==> src/rtl/coin_acceptor.sv <==
// coin_acceptor: synchronises and debounces the coin path, measures pulse width and
// classifies each coin into one accept/reject strobe, with sticky jam detection.
module coin_acceptor #(
  parameter int DEB_CYCLES = 4,
  parameter int MIN_W      = 8,
  parameter int JAM_W      = 1000,
  parameter int GAP_CYCLES = 2,
  parameter int CNT_W      = 10
) (
  input  logic clk,
  input  logic rst,
  input  logic coin_sense,
  input  logic size_sense,
  input  logic accept_en,
  input  logic jam_clr,
  output logic coin_valid,
  output logic coin_big,
  output logic reject,
  output logic jam
);
  localparam int DW = $clog2(DEB_CYCLES + 1);
  localparam int GW = $clog2(GAP_CYCLES + 1);
  typedef enum logic [2:0] {IDLE, MEASURE, RESULT, GAP, JAM} state_t;
  state_t state;
  logic cs_m, cs_s, sz_m, sz_s, f, big, wide_enough;
  logic [DW-1:0] deb_cnt;
  logic [CNT_W-1:0] wcnt;
  logic [GW-1:0] gcnt;
  assign wide_enough = wcnt >= CNT_W'(MIN_W);
  always_ff @(posedge clk or posedge rst)
    if (rst) {cs_m, cs_s, sz_m, sz_s} <= '0;
    else {cs_s, cs_m, sz_s, sz_m} <= {cs_m, coin_sense, sz_m, size_sense};
  // f only follows cs_s after DEB_CYCLES consecutive disagreeing cycles
  always_ff @(posedge clk or posedge rst)
    if (rst) begin
      f <= 1'b0;
      deb_cnt <= '0;
    end else if (cs_s == f) begin
      deb_cnt <= '0;
    end else if (deb_cnt == DW'(DEB_CYCLES - 1)) begin
      f <= cs_s;
      deb_cnt <= '0;
    end else begin
      deb_cnt <= deb_cnt + 1'b1;
    end
  always_ff @(posedge clk or posedge rst)
    if (rst) begin
      state <= IDLE;
      wcnt <= '0;
      gcnt <= '0;
      big <= 1'b0;
      coin_valid <= 1'b0;
      coin_big <= 1'b0;
      reject <= 1'b0;
      jam <= 1'b0;
    end else begin
      coin_valid <= 1'b0;
      coin_big <= 1'b0;
      reject <= 1'b0;
      case (state)
        IDLE:
          if (f) begin
            state <= MEASURE;
            wcnt <= CNT_W'(1);
            big <= sz_s;
          end
        MEASURE:
          if (!f) begin
            state <= RESULT;
          end else begin
            wcnt <= (&wcnt) ? wcnt : wcnt + 1'b1;
            big <= big | sz_s;
            if (wcnt >= CNT_W'(JAM_W - 1)) begin
              state <= JAM;
              jam <= 1'b1;
            end
          end
        RESULT: begin
          reject <= !accept_en || !wide_enough;
          coin_valid <= accept_en && wide_enough;
          coin_big <= accept_en && wide_enough && big;
          gcnt <= '0;
          state <= GAP;
        end
        GAP:
          if (gcnt == GW'(GAP_CYCLES - 1)) state <= IDLE;
          else gcnt <= gcnt + 1'b1;
        JAM:
          if (!f && jam_clr) begin
            state <= IDLE;
            jam <= 1'b0;
          end
        default: state <= IDLE;
      endcase
    end
endmodule

==> config.mk <==
export PLATFORM = sky130hd
export DESIGN_NAME = coin_acceptor
export DESIGN_NICKNAME = d
export VERILOG_FILES = /design/src/rtl/coin_acceptor.sv
export SDC_FILE = /design/constraint.sdc
export NUM_CORES = 1
export LEC_CHECK = 0
export ABC_AREA = 1
export BUFFER_PORTS_ARGS = -buffer_cell sky130_fd_sc_hd__buf_4
export CAP_MARGIN = 15
export CORE_MARGIN = 4
export CORE_UTILIZATION = 60
export DETAILED_ROUTE_END_ITERATION = 8
export PLACE_DENSITY = 0.87
export SETUP_SLACK_MARGIN = 0.15
export SLEW_MARGIN = 20
export SYNTH_ARGS = -nofsm -noshare
export SYNTH_HDL_FRONTEND = slang
export SYNTH_SLANG_ARGS = --single-unit
==> constraint.sdc <==
create_clock -name clk -period 2.1 [get_ports clk]
set_input_delay 0.42 -clock clk [delete_from_list [all_inputs] [get_ports clk]]
set_output_delay 0.42 -clock clk [all_outputs]
set_load 0.005 [all_outputs]
# Word level (Yosys, flattened, before mapping)
# Cells that the tools add are included.
classes:
  add_sub_neg: 3
  bitwise: 2
  eq_ne: 15
  order_cmp: 2
  reduce_logical: 18
  n_mux: 24
ops:
  columns: ["cell", "n"]
  rows:
  - ["$mux 10", 3]
  - ["$mux 3", 7]
  - ["$pmux 10 s2", 1]
  - ["$pmux 3 s5", 1]
  - ["$ne 2x2->1 const B", 7]
  - ["$reduce_and 4->1", 3]
  - ["$add 10x1->10 const B", 1]
  - ["$ge 10x10->1 const B", 1]
  - ["$ge 10x4->1 const B", 1]
  - ["$reduce_and 10->1", 1]
  - ["$eq 3x2->1 const B", 3]
  - ["$mux 1", 8]
  - ["$reduce_bool 2->1", 3]
  - ["$pmux 1 s2", 2]
  - ["$pmux 2 s2", 1]
  - ["$reduce_and 2->1", 2]
  - ["$add 3x1->3 const B", 1]
  - ["$eq 3x1->1 const B", 1]
  - ["$eq 3x3->1 const B", 1]
  - ["$logic_and 1x1->1", 3]
  - ["$logic_not 1->1", 3]
  - ["$logic_not 3->1", 1]
  - ["$ne 3x3->1 const B", 1]
  - ["$reduce_and 3->1", 1]
  - ["7 further kinds", 7]
word_totals:
  out_inout_bits: 4
  elab_cells: 78
  input_bits: 6
  register_bits: 28

# Depth between registers and ports, before layout
# Gate-level depths: netlist of run 1.
depth:
  depth_word: 4
  depth_mapped: 10
  ltp_nobuf: 9

# Least setup slack after synthesis of run 1
# No wires, ideal clock.
synth_timing:
  kind: "register -> register"
  from: "register wcnt[0]"
  to: "register wcnt[0]"
  arrival_ns: 1.273
  setup_time_ns: 0.074
  n_path_buf: 1
  path_slack_ns: 0.753
  path_stages_with_launch: 9
  synth_period_minus_slack_ns: 1.347
  required_ns: 2.026
  path_cell_list: "dfrtp_1 -> ha_1 -> nand3_2 -> nor2_2 -> nand3_1 -> nand2_2 -> buf_6 -> nand2_1 -> o21ai_2"
synth_between:
  elab_chain_len: 4
  word_cells_on_any_way: 7
  cone_classes: "add/sub (1); eq/ne (1); mux (3); reduce/logical (2)"
synth_rtl:
  columns: ["element", "line", "rtl"]
  rows:
  - ["start: declaration", "27", "logic [CNT_W-1:0] wcnt;"]
  - ["start signal: assignment", "71", "wcnt <= (&wcnt) ? wcnt : wcnt + 1'b1;"]
  - ["$add 10x1->10", "71", null]
  - ["$mux 10", "71", null]
  - ["$mux 10", "68", "if (!f) begin"]
  - ["$pmux 10 s2", "60", "case (state)"]
# Several ways; a longest one is shown, not always the timed one. The select of a mux whose other input is x is not followed.
# A chain may end at the register's enable or synchronous reset.

# Worst setup path after layout of run 1
# Ends and elaborated chain as after synthesis.

==> results.cfg, run 1 <==
[timing]
worstMarginPinSlew_ps = 462
setup_tns_ps = 0
finalHoldViolCount = 0
setup_viol = 0
max_freq_mhz = 585
grt_setup_unrepaired = false
period_needed_ps = 1710
finalCritPeriodShare = 0.814
slew_violations = 0
clock_skew_ps = 8.78
max_slew_margin = 0.691
fin_ws_ps = 390

[detailed_routing]
drtIter0Drc = 39
vias = 1106
drc = 0
wire_per_inst_um = 11.6
avgViaCountPerCell = 5.32
ant_nets = 0
wirelength_um = 2410
dr.pass1.iters = 4

[clock_network]
cts_tree = built
ctsHtreeMaxLevel = 1
cts_hold_buf = 0
clkTransAtPathRegs_ps = 150
cts_root_buffer = clkbuf_4
clock_path_buffers = 2
insertion_delay_ps = 330
clock-sinks = 28
cts_repair_resize_count = 0
cts_setup_buffers = 0
numCtsBuffers = 3

[yosys]
muxShareOfSynthArea = 0
ys_seq_elements = 28
synth_xor_area_frac = 0.0183
synth_top_area_frac = 0.488
mappedNetlistArea_um2 = 1440
yosys.area_share.adder = 0.0349
synth_top_area_cell = dfrtp_1
synthSimpleGateAreaFrac = 0.285
avgSynthCellArea_um2 = 8.54
ys_seq_area_frac = 0.488
synthCells = 168
synth_compound_area_frac = 0.102
synthTopCellsByArea = dfrtp_1, nand2_1, o21ai_2, nand3_1, nor2_1
ys_types = 26
ys_warn_count = 0
synth_top_family_by_area = simple AND/OR/NAND/NOR gates
syn-num-nets = 178

[die]
core_um2 = 2250
die_y_um = 56.9
start_util = 0.637
dieWidth_um = 56.9
dieArea_um2 = 3240
fp-row-count = 17
ioPinCount = 10

[final_layout]
layout_common_cells = nand2_1, dfrtp_1, nor2_1, inv_1, nand3_1
final_util = 0.699
fin_nets = 191
final_layout_size_suffix_gt1_frac = 0.194
num-fill-cells = 173
area_growth_pct = 9.76
seq_area_um2 = 701
final_common_cell = nand2_1
insertedDiodeCount = 0
multi_input_area_um2 = 632

[grt]
grt_pass1_vias = 1105
grt_max_degree = 29
overflow = 0
track_usage = 0.167
grt_first_pass_wirelength_um = 4440
antenna_found_initial = 0

[place]
io_buffers = 9
hpwl_um = 1790
post-place-ws_ps = 415
gp_congestion = 0.842

[power_and_ir_drop]
p_sw_frac = 0.392
pwr-share-clk = 0.202
internal-power_mw = 1.06
power_switching_mw = 0.681
p_leak_nw = 0.775
design_power_total_mw = 1.74
power_frac_comb = 0.363
powerDensity_nw_per_um2 = 1100
vdd_drop_max_mv = 0.668
p_seq_frac = 0.435

[setup_path]
worstPathArrival_ps = 1970
setup.worst_path.class = flip-flop to flip-flop
cp.required_ps = 2360
setup.worst_path.end_class = flip-flop
critPathLaunchType = flip-flop
crit_path_max_fanout = 20

[outcome]
status = completed

[run]
maxCapViolations = 0

[hold_path]
hp-class = primary input to asynchronous set/reset pin
metrics by stage:
| stage | cell area, µm² | instances | hold slack [ps] |
|---|---|---|---|
| 2_1_floorplan | 1440 | 168 | 331 |
| 3_3_place_gp | 1520 | 204 | 333 |
| 3_5_place_dp | 1520 | 204 | 335 |
| 4_1_cts | 1580 | 208 | 138 |
| 5_1_grt | 1580 | 208 | 159 |
| 6_report | 1580 | 208 | 130 |
cells in the mapped netlist, drive strengths merged:
library cell,n
a21oi,4
a22o,1
buf,2
clkinv,1
dfrtp,28
ha,4
inv,19
nand2,47
nand3,15
nand4,2
nor2,20
nor3,4
nor3b,1
o211ai,1
o21ai,13
o21bai,1
or2,2
xnor2,1
xor2,2
worst paths after layout:
check	from	endpoint	slack [ps]	cells after the start
max	wcnt[0]	wcnt[0]	390	7
min in group clk	coin_sense	cs_m	180	1
max in group asynchronous	rst	wcnt[2]	1710	3
min reg2reg	sz_m	sz_s	370	0
min	rst	sz_m	130	3
max reg2reg	wcnt[0]	wcnt[0]	390	7
flip-flops by register name, indices dropped and copies added, names as in the netlist:
register,cells
big,1
coin_big,1
coin_valid,1
cs_m,1
cs_s,1
deb_cnt,3
f,1
gcnt,2
jam,1
reject,1
state,3
sz_m,1
sz_s,1
wcnt,10
critical path: stages, from the launching register on:
cell and delay, ps:
dfrtp_1 470, ha_1 230, nand3_2 130, nor2_2 150
nand3_1 100, nand2_2 370, nand2_1 130, o21ai_2 80
kinds of logic after synthesis:
logic type / Yosys count
AND/OR/NAND/NOR: 91
buffers and inverters: 22
adder cells (fa/ha/maj): 4
XOR/XNOR: 3
AO/OA/AOI/OAI: 20
flip-flops: 28
power groups by stage:
stage / clock (mW) / combinational [mW] / sequential (mW)
2_1_floorplan: 0 / 0.572 / 0.746
3_3_place_gp: 0 / 0.607 / 0.760
3_5_place_dp: 0 / 0.642 / 0.766
4_1_cts: 0.360 / 0.642 / 0.756
5_1_grt: 0.388 / 0.719 / 0.774
6_report: 0.351 / 0.631 / 0.756
layout make-up:
type / instances / area share
repair buffers: 10 / 0.0477
inverters: 20 / 0.0508
clock inverters: 1 / 0.0191
clock buffers: 3 / 0.0143
flip-flops and latches: 28 / 0.445
multi-input cells: 118 / 0.401
well taps: 28 / 0.0222
routing by layer:
metal	global-route usage	vias up	part of all wire
met2	0.287	30	0.49
li1	-	563	-
met3	0.0299	4	0.053
met5	0	-	0
met4	0.0662	0	0.0062
met1	0.207	509	0.45
(Power assumes the default switching activity.)
==> run 2, diff against run 1 <==
--- a/config.mk
+++ b/config.mk
@@ -9,9 +9,9 @@
 export BUFFER_PORTS_ARGS = -buffer_cell sky130_fd_sc_hd__buf_4
 export CAP_MARGIN = 15
 export CORE_MARGIN = 4
-export CORE_UTILIZATION = 60
+export CORE_UTILIZATION = 53
 export DETAILED_ROUTE_END_ITERATION = 8
-export PLACE_DENSITY = 0.87
+export PLACE_DENSITY = 0.82
 export SETUP_SLACK_MARGIN = 0.15
 export SLEW_MARGIN = 20
 export SYNTH_ARGS = -nofsm -noshare
==> constraint.sdc (replaced) <==
create_clock -name clk -period 1.5 [get_ports clk]
set_input_delay 0.3 -clock clk [delete_from_list [all_inputs] [get_ports clk]]
set_output_delay 0.3 -clock clk [all_outputs]
set_load 0.005 [all_outputs]
==> run 2 against run 1 <==
Die area up 11%. Global-route usage up 2.5 points. Hold slack worse by 130 ps. First-iteration DRC count up 21%. Worst setup slack worse by 270 ps. Utilization up 1.3 points. Largest power group is now combinational logic.
==> results.cfg, run 2 (synthesized netlist as in run 1, its figures left out) <==
[die]
fp-row-count = 18
start_util = 0.569
die_y_um = 60.0
ioPinCount = 10
dieWidth_um = 60.0
core_um2 = 2520
dieArea_um2 = 3600

[timing]
slew_violations = 0
worstMarginPinSlew_ps = 348
whs_ps = 0.267
fin_ws_ps = 120
grt_setup_unrepaired = true
finalCritPeriodShare = 0.920
setup_viol = 0
setup_tns_ps = 0
clock_skew_ps = 5.09
finalHoldViolCount = 0
max_slew_margin = 0.768
max_freq_mhz = 724
period_needed_ps = 1380

[clock_network]
clkTransAtPathRegs_ps = 150
clock_path_buffers = 2
numCtsBuffers = 3
clock-sinks = 28
cts_tree = built
insertion_delay_ps = 330
ctsHtreeMaxLevel = 1
cts_hold_buf = 0
cts_root_buffer = clkbuf_4

[detailed_routing]
avgViaCountPerCell = 5.48
wirelength_um = 3020
vias = 1228
drc = 0
dr.pass1.iters = 5
ant_nets = 0
wire_per_inst_um = 13.5
drtIter0Drc = 47

[final_layout]
final_layout_size_suffix_gt1_frac = 0.304
largest_registers = wcnt x10, deb_cnt x3, state x3
regMostFlops = wcnt
layout_common_cells = nand2_1, dfrtp_1, buf_4, inv_1, nor2_1
largest_reg_flops = 10
insertedDiodeCount = 0
area_growth_pct = 25.1
final_common_cell = nand2_1
fin_nets = 205
num-fill-cells = 171

[grt]
overflow = 0
grt_max_degree = 29
grt_first_pass_wirelength_um = 5210
track_usage = 0.193
grt_pass1_vias = 1212
antenna_found_initial = 0

[setup_path]
cp.required_ps = 1750
rr_worst_depth = 10
setup.worst_path.class = flip-flop to flip-flop
setup.worst_path.end_class = flip-flop
critPathLaunchType = flip-flop
worstPathArrival_ps = 1630
r2r_start = state[0]
cp-startpoint = state[0]
crit_path_max_fanout = 10

[place]
gp_congestion = 0.876
hpwl_um = 1890
post-place-ws_ps = 68.4
io_buffers = 9

[power_and_ir_drop]
powerDensity_nw_per_um2 = 1690
p_leak_nw = 0.864
vdd_drop_max_mv = 1.46
design_power_total_mw = 3.03

[outcome]
status = completed

[hold_path]
hp-class = primary input to asynchronous set/reset pin

[run]
maxCapViolations = 0
-- run 2: changes by cell type in the layout (fill, tap and decap cells not counted), moves of 2 or more --
cell     delta
nor2_1      -3
buf_12      +2
nand2_1     -3
nor2_4      +2
nand2_2     +2
buf_4      +11
-- run 2: layout make-up --
cell class,instances,area (µm²),area share
Clock buffer,3,22.5,0.0125
Clock inverter,1,30.0,0.0167
Inverter,20,87.6,0.0488
Multi-Input combinational cell,118,691,0.385
Sequential cell,28,702,0.391
Tap cell,30,37.5,0.0209
Timing Repair Buffer,24,225,0.125
-- run 2: worst paths after layout --
| kind | end | slack [ps] |
|---|---|---|
| setup / recovery | wcnt[1] | 120 |
| hold / removal | sz_m | 0.3 |
| setup reg to reg | wcnt[1] | 120 |
| hold reg to reg | sz_s | 370 |
| max in group asynchronous | wcnt[6] | 1230 |
| min in group clk | cs_m | 60 |
-- run 2: timing repair --
| item | in CTS | in global routing |
|---|---|---|
| setup buffers | 9 | 2 |
| hold endpoints to repair | 0 | 0 |
| endpoints found under the setup margin | 10 | 13 |
| resized for setup | 11 | 6 |
| pin swaps | 1 | 3 |
| gates cloned | 1 | 0 |
-- run 2: worst max-delay path, stage by stage (launching register included) --
cell      delay, ps
dfrtp_1         400
inv_2            60
nor2_2          140
nand2_4          90
clkinv_8         80
nand2_4          50
nand2_2         100
nand2_4          90
buf_12          150
nand2_1          70
o21ai_2          50
-- run 2: report_power, final --
part	total [mW]	switching (mW)	internal, mW
sequential	1.06	0.149	0.913
clock	0.497	0.226	0.271
combinational	1.47	0.802	0.668
-- run 2: stage by stage --
step                instance area, µm²  instances  utilization
global placement                  1550        208        0.616
floorplan                         1440        168            -
CTS                               1760        222        0.699
global route                      1800        224        0.712
finish                            1800        224        0.712
detailed placement                1550        208        0.616
-- run 2: layer usage --
layer / global-route usage / wire (µm)
met1: 0.235 / 1240
met2: 0.335 / 1550
met3: 0.0410 / 166
met4: 0.0633 / 57
met5: 0 / 0
